[src/rtl/exec_pkg.sv]
// Shared encodings for the RV32 execute stage: ALU ops, branch conditions and
// forwarding selects.
package exec_pkg;

  localparam int LINK_OFFSET = 4;

  typedef enum logic [3:0] {
    ALU_ADD   = 4'd0,
    ALU_SUB   = 4'd1,
    ALU_AND   = 4'd2,
    ALU_OR    = 4'd3,
    ALU_XOR   = 4'd4,
    ALU_SLT   = 4'd5,
    ALU_SLTU  = 4'd6,
    ALU_SLL   = 4'd7,
    ALU_SRL   = 4'd8,
    ALU_SRA   = 4'd9,
    ALU_MUL   = 4'b1010,
    ALU_PASSB = 4'd11
  } alu_op_e;

  typedef enum logic [2:0] {
    BR_EQ  = 3'b000,
    BR_NE  = 3'b001,
    BR_LT  = 3'b100,
    BR_GE  = 3'b101,
    BR_LTU = 3'b110,
    BR_GEU = 3'b111
  } br_cond_e;

  typedef enum logic [1:0] {
    FWD_RD  = 2'b00,
    FWD_WB  = 2'b01,
    FWD_MEM = 2'b10,
    FWD_RDX = 2'b11
  } fwd_sel_e;

endpackage

[src/rtl/iter_mul.sv]
// Shift-add multiplier, one partial product per cycle, low W bits of the product.
// p is valid combinationally in the done cycle (it already includes the last partial).
module iter_mul #(
  parameter int W = 32
) (
  input  logic         clk,
  input  logic         rst,
  input  logic         start,
  input  logic         abort,
  input  logic [W-1:0] a,
  input  logic [W-1:0] b,
  output logic         busy,
  output logic         done,
  output logic [W-1:0] p
);
  localparam int CW = $clog2(W + 1);

  logic          busy_q, busy_d;
  logic [CW-1:0] cnt_q, cnt_d;
  logic [W-1:0]  a_q, a_d, b_q, b_d, acc_q, acc_d;
  logic [W-1:0]  pp;

  assign pp   = b_q[0] ? a_q : '0;
  assign p    = acc_q + pp;
  assign busy = busy_q;
  assign done = busy_q & (cnt_q == CW'(1));

  always_comb begin
    busy_d = busy_q;
    cnt_d  = cnt_q;
    a_d    = a_q;
    b_d    = b_q;
    acc_d  = acc_q;
    if (abort) begin
      busy_d = 1'b0;
      cnt_d  = '0;
    end else if (!busy_q) begin
      if (start) begin
        busy_d = 1'b1;
        cnt_d  = CW'(W);
        a_d    = a;
        b_d    = b;
        acc_d  = '0;
      end
    end else begin
      acc_d = p;
      a_d   = a_q << 1;
      b_d   = b_q >> 1;
      cnt_d = cnt_q - CW'(1);
      if (done) busy_d = 1'b0;
    end
  end

  always_ff @(posedge clk or posedge rst) begin
    if (rst) begin
      busy_q <= 1'b0;
      cnt_q  <= '0;
      a_q    <= '0;
      b_q    <= '0;
      acc_q  <= '0;
    end else begin
      busy_q <= busy_d;
      cnt_q  <= cnt_d;
      a_q    <= a_d;
      b_q    <= b_d;
      acc_q  <= acc_d;
    end
  end

endmodule

[src/rtl/execute_pipe.sv]
// RV32 execute stage: forwarding, ALU, branch/jump resolution, iterative MUL
// and the EX/MEM pipeline register.
module execute_pipe
  import exec_pkg::*;
#(
  parameter int DATA_WIDTH = 32,
  parameter bit MUL_EN     = 1'b1
) (
  input  logic                  clk,
  input  logic                  rst,
  input  logic                  valid_E,
  input  logic                  flush_E,
  input  logic                  ALUsrc,
  input  logic [3:0]            ALUctrl,
  input  logic [2:0]            funct3_E,
  input  logic                  jump_E,
  input  logic                  jalr_E,
  input  logic                  branch_E,
  input  logic [1:0]            fwdA_E,
  input  logic [1:0]            fwdB_E,
  input  logic [DATA_WIDTH-1:0] RD1,
  input  logic [DATA_WIDTH-1:0] RD2,
  input  logic [DATA_WIDTH-1:0] ImmOp,
  input  logic [DATA_WIDTH-1:0] PC_E,
  input  logic [DATA_WIDTH-1:0] Result_W,
  output logic [DATA_WIDTH-1:0] ALUout_M,
  output logic [DATA_WIDTH-1:0] WriteData_M,
  output logic                  valid_M,
  output logic                  PCsrc_E,
  output logic [DATA_WIDTH-1:0] PCtarget_E,
  output logic                  stall_E
);
  localparam int SW = $clog2(DATA_WIDTH);

  alu_op_e               op;
  logic [DATA_WIDTH-1:0] a_op, bsrc_op, b_op, alu_res, link_addr, jalr_sum;
  logic [SW-1:0]         shamt;
  logic                  br_cond, is_mul;
  logic                  mul_start, mul_busy, mul_done;
  logic [DATA_WIDTH-1:0] mul_p;
  logic [DATA_WIDTH-1:0] alu_m_q, alu_m_d, wd_m_q, wd_m_d;
  logic                  valid_m_q, valid_m_d;

  assign op     = alu_op_e'(ALUctrl);
  assign is_mul = MUL_EN && (op == ALU_MUL);
  assign shamt  = b_op[SW-1:0];

  always_comb begin
    unique case (fwd_sel_e'(fwdA_E))
      FWD_WB:  a_op = Result_W;
      FWD_MEM: a_op = alu_m_q;
      default: a_op = RD1;
    endcase
    unique case (fwd_sel_e'(fwdB_E))
      FWD_WB:  bsrc_op = Result_W;
      FWD_MEM: bsrc_op = alu_m_q;
      default: bsrc_op = RD2;
    endcase
    b_op = ALUsrc ? ImmOp : bsrc_op;
  end

  always_comb begin
    alu_res = '0;
    case (op)
      ALU_ADD:   alu_res = a_op + b_op;
      ALU_SUB:   alu_res = a_op - b_op;
      ALU_AND:   alu_res = a_op & b_op;
      ALU_OR:    alu_res = a_op | b_op;
      ALU_XOR:   alu_res = a_op ^ b_op;
      ALU_SLT:   alu_res = {{(DATA_WIDTH-1){1'b0}}, $signed(a_op) < $signed(b_op)};
      ALU_SLTU:  alu_res = {{(DATA_WIDTH-1){1'b0}}, a_op < b_op};
      ALU_SLL:   alu_res = a_op << shamt;
      ALU_SRL:   alu_res = a_op >> shamt;
      ALU_SRA:   alu_res = $unsigned($signed(a_op) >>> shamt);
      ALU_MUL:   alu_res = MUL_EN ? mul_p : a_op + b_op;
      ALU_PASSB: alu_res = b_op;
      default:   alu_res = '0;
    endcase
  end

  // Branches compare the forwarded register values, never the immediate.
  always_comb begin
    case (br_cond_e'(funct3_E))
      BR_EQ:   br_cond = (a_op == bsrc_op);
      BR_NE:   br_cond = (a_op != bsrc_op);
      BR_LT:   br_cond = ($signed(a_op) < $signed(bsrc_op));
      BR_GE:   br_cond = ($signed(a_op) >= $signed(bsrc_op));
      BR_LTU:  br_cond = (a_op < bsrc_op);
      BR_GEU:  br_cond = (a_op >= bsrc_op);
      default: br_cond = 1'b0;
    endcase
  end

  assign jalr_sum   = a_op + ImmOp;
  assign link_addr  = PC_E + DATA_WIDTH'(LINK_OFFSET);
  assign PCtarget_E = jalr_E ? {jalr_sum[DATA_WIDTH-1:1], 1'b0} : PC_E + ImmOp;
  assign PCsrc_E    = ~rst & valid_E & ~flush_E & ~is_mul & (jump_E | (branch_E & br_cond));

  assign mul_start = valid_E & is_mul & ~flush_E & ~mul_busy;
  assign stall_E   = ~rst & (mul_start | (mul_busy & ~mul_done));

  generate
    if (MUL_EN) begin : g_mul
      iter_mul #(.W(DATA_WIDTH)) u_mul (
        .clk  (clk),
        .rst  (rst),
        .start(mul_start),
        .abort(flush_E),
        .a    (a_op),
        .b    (b_op),
        .busy (mul_busy),
        .done (mul_done),
        .p    (mul_p)
      );
    end else begin : g_no_mul
      assign mul_busy = 1'b0;
      assign mul_done = 1'b0;
      assign mul_p    = '0;
    end
  endgenerate

  // A stalled cycle emits a bubble and keeps the last data values.
  always_comb begin
    alu_m_d   = alu_m_q;
    wd_m_d    = wd_m_q;
    valid_m_d = 1'b0;
    if (!stall_E) begin
      alu_m_d   = jump_E ? link_addr : alu_res;
      wd_m_d    = bsrc_op;
      valid_m_d = valid_E & ~flush_E;
    end
  end

  always_ff @(posedge clk or posedge rst) begin
    if (rst) begin
      alu_m_q   <= '0;
      wd_m_q    <= '0;
      valid_m_q <= 1'b0;
    end else begin
      alu_m_q   <= alu_m_d;
      wd_m_q    <= wd_m_d;
      valid_m_q <= valid_m_d;
    end
  end

  assign ALUout_M    = alu_m_q;
  assign WriteData_M = wd_m_q;
  assign valid_M     = valid_m_q;

endmodule
[config.mk]
export PLATFORM = sky130hd
export DESIGN_NAME = execute_pipe
export DESIGN_NICKNAME = d
export VERILOG_FILES = /design/src/rtl/exec_pkg.sv /design/src/rtl/iter_mul.sv /design/src/rtl/execute_pipe.sv
export SDC_FILE = /design/constraint.sdc
export NUM_CORES = 1
export LEC_CHECK = 0
export CAP_MARGIN = 20
export CORE_MARGIN = 5
export CORE_UTILIZATION = 53
export CTS_BUF_LIST = sky130_fd_sc_hd__clkbuf_8 sky130_fd_sc_hd__clkbuf_16
export CTS_CLUSTER_SIZE = 24
export DETAILED_ROUTE_END_ITERATION = 8
export PLACE_DENSITY_LB_ADDON = 0.2
export SYNTH_ARGS = -nofsm -noshare
export SYNTH_HDL_FRONTEND = slang
export SYNTH_HIERARCHICAL = 1
export SYNTH_SLANG_ARGS = --single-unit
[constraint.sdc]
create_clock -name clk -period 6.5 [get_ports clk]
set_input_delay 1.3 -clock clk [delete_from_list [all_inputs] [get_ports clk]]
set_output_delay 1.3 -clock clk [all_outputs]
set_load 0.01 [all_outputs]
==> results.py <==
metrics = {
    "status": {
        "status": "complete, no violations",
    },
    "min_path": {
        "worstHoldStart": "g_mul.u_mul/b_q[5]",
        "min_path_cells": 2,
        "hold_path.class": "reg -> reg",
    },
    "final_layout": {
        "layout-drive-gt1-share": 0.1513,
        "fill_cells": 3702,
        "antenna_cells": 0,
        "nets": 4222,
        "fin_cells": 4419,
        "multi_input_area_um2": 18700,
        "area_delta_synth_final_pct": 29.02,
        "regArea_um2": 4208,
    },
    "yosys": {
        "synth_edf_count": 0,
        "synth_flop_cell": "dfrtp_1",
        "synthCells": 3286,
        "ys_seq_area_frac": 0.1750,
        "ys_ff_latch": 168,
        "synth_area_um2": 24020,
        "synth_top_area_cell": "dfrtp_1",
        "yosysMostFrequentCell": "nand2_1",
        "avgSynthCellArea_um2": 7.310,
        "synth_top_area_share": 0.1750,
        "async_flop_share": 1.000,
        "ys_warn_count": 6,
        "netlist_top_cells_area": "dfrtp_1 (18%), ha_1 (12%), o21ai_0 (7.8%)",
        "syn_nets": 3702,
        "synth_common_cells": "nand2_1 (403), o21ai_0 (375), nor2_1 (259), a21oi_1 (256), ha_1 (232)",
        "ys_types": 87,
    },
    "critical_path": {
        "reg2reg_depth": 17,
        "rr_startpoint": "g_mul.u_mul/b_q[0]",
        "cp-start-kind": "input port",
        "cp-end-kind": "output port",
        "arrival_ps": 5140,
        "criticalPathCategory": "in -> out",
        "cp.required_ps": 5200,
        "critPathMaxFanout": 3,
        "cp-startpoint": "PC_E[0]",
    },
    "place": {
        "io_buffers": 277,
        "placedCellCount": 4370,
        "dp_hpwl_mm": 95.31,
        "finalWeightedCongestion": 1.166,
    },
    "floorplanning": {
        "die_w_um": 222.9,
        "ios": 278,
        "coreArea_um2": 45090,
        "rows": 78,
        "start_util": 0.5327,
        "die_h_um": 222.9,
        "fp.dieArea_um2": 49680,
    },
    "power": {
        "power_density_nw_per_um2": 202.8,
        "peakVddDrop_mv": 0.2076,
        "leakage_nw": 13.80,
    },
    "sta": {
        "setup_violations": 0,
        "whs_ps": 487.9,
        "finalHoldViolCount": 0,
        "period_minus_slack_ps": 6444,
        "tns_ps": 0,
        "timing.final.crit_share": 0.9914,
        "max_freq_mhz": 155.2,
        "tightest_slew_ps": 1060,
        "clock_skew_ps": 20.16,
        "slew_headroom": 0.2931,
        "slew_viol_final": 0,
    },
    "grt": {
        "grt_pass1_wl_mm": 178.6,
        "grt_max_degree": 92,
        "grt_antenna_before_repair": 1,
        "grt_overflow": 0,
        "grt_pass1_vias": 29470,
        "grt_usage": 0.4610,
    },
    "detailed_routing": {
        "vias_per_cell": 6.937,
        "vias": 30650,
        "wl_mm": 121.9,
        "drtPass1Iterations": 7,
        "drcViolationCount": 0,
        "wire_per_inst_um": 27.58,
        "antenna_left": 0,
        "drtIter0Drc": 4587,
    },
    "cts": {
        "clk_latency_ps": 470,
        "holdBufCountCts": 0,
        "cts_buffers": 17,
        "clk_pin_slew_ps": 70,
        "cts_tree": "built",
        "clock_sinks": 168,
        "root_buffer": "clkbuf_16",
        "cts_max_level": 4,
        "clockBufferDepth": 2,
    },
    "job": {
        "drv_cap": 0,
    },
}
==> per-stage QoR <==
step	setup WS (ps)	total power, mW	instance area (µm²)	utilization
2_1_floorplan	87.64	3.246	24020	-
3_3_place_gp	-891.4	4.837	29910	0.6635
3_5_place_dp	-965.1	4.901	29910	0.6635
4_1_cts	-10.28	6.100	30900	0.6852
5_1_grt	-11.08	6.528	30990	0.6873
6_report	56.13	6.284	30990	0.6873
==> worst paths after layout <==
check	endpoint	slack (ps)
min in group asynchronous	WriteData_M[29]	1490
max in group asynchronous	g_mul.u_mul/acc_q[11]	3760
min reg2reg	g_mul.u_mul/b_q[5]	490
max reg2reg	ALUout_M[30]	680
min	g_mul.u_mul/b_q[5]	490
max	PCtarget_E[22]	60
==> registers in the layout, indices dropped and copies added, names as in the netlist <==
register,cells
g_mul.u_mul/acc_q,32
g_mul.u_mul/a_q,32
g_mul.u_mul/b_q,32
g_mul.u_mul/busy,1
ALUout_M,32
g_mul.u_mul/cnt_q,6
valid_M,1
WriteData_M,32
==> area by class of cell <==
cell class | count | share of cell area
multi-input cells | 2778 | 0.6034
repair buffers | 705 | 0.1993
well taps | 600 | 0.02423
inverters | 136 | 0.01740
clock buffers | 17 | 0.01373
clock inverters | 15 | 0.006097
flip-flops and latches | 168 | 0.1358
==> worst max-delay path, stage by stage <==
cell and delay (ps):
clkdlybuf4s50_1 640, ha_1 290, inv_1 70, fa_1 410, nor2b_1 130, o21a_1 140, o21ai_0 170, a21o_1 260
a211oi_2 290, nor2_1 120, o21ai_1 220, buf_4 160, a31oi_1 90, xor2_1 150, mux2i_1 130, clkdlybuf4s50_1 560
==> placed cells by master, fill, tap and decap left out, drive strengths merged, types with 40 or more instances in the layout <==
cell type      Yosys  routed
nand2            404     404
ha               232     232
clkdlybuf4s50      0     258
xor2              57      57
a22oi             55      55
a211oi            55      55
buf               63     432
nor3              71      71
a21o              47      47
mux2i            180     180
o21ai            390     390
xnor2             56      56
inv              135     141
and2              50      50
nor2             259     259
dfrtp            168     168
nand3             59      59
o211ai            40      40
a21oi            256     256
==> kinds of logic after synthesis <==
group	Yosys count	share of synthesized area
AOI/OAI and AO/OA	1201	0.3208
and+or+nand+nor	1031	0.1961
buffers and inverters	340	0.05928
adders and majority gates	237	0.1250
muxes	196	0.08251
DFF	168	0.1750
xor gates and xnor gates	113	0.04120
==> metal layers <==
layer | global-route usage | wire length, µm
met1 | 0.5870 | 44540
met2 | 0.7028 | 51380
met3 | 0.1238 | 16630
met4 | 0.2709 | 9295
met5 | 0 | 13
==> power by group <==
group | internal, mW | switching (mW)
combinational | 1.58 | 2.19
sequential | 1.19 | 0.183
clock | 0.614 | 0.518
total | 3.39 | 2.89
==> timing repair <==
| action | in CTS | in global routing |
|---|---|---|
| resized for setup | 84 | 43 |
| buffers inserted | 10 | 3 |
| gates cloned | 4 | 0 |
| pin swaps | 25 | 16 |
| endpoints found under the setup margin | 24 | 18 |
Note: power is estimated with default switching activity, not from simulation.
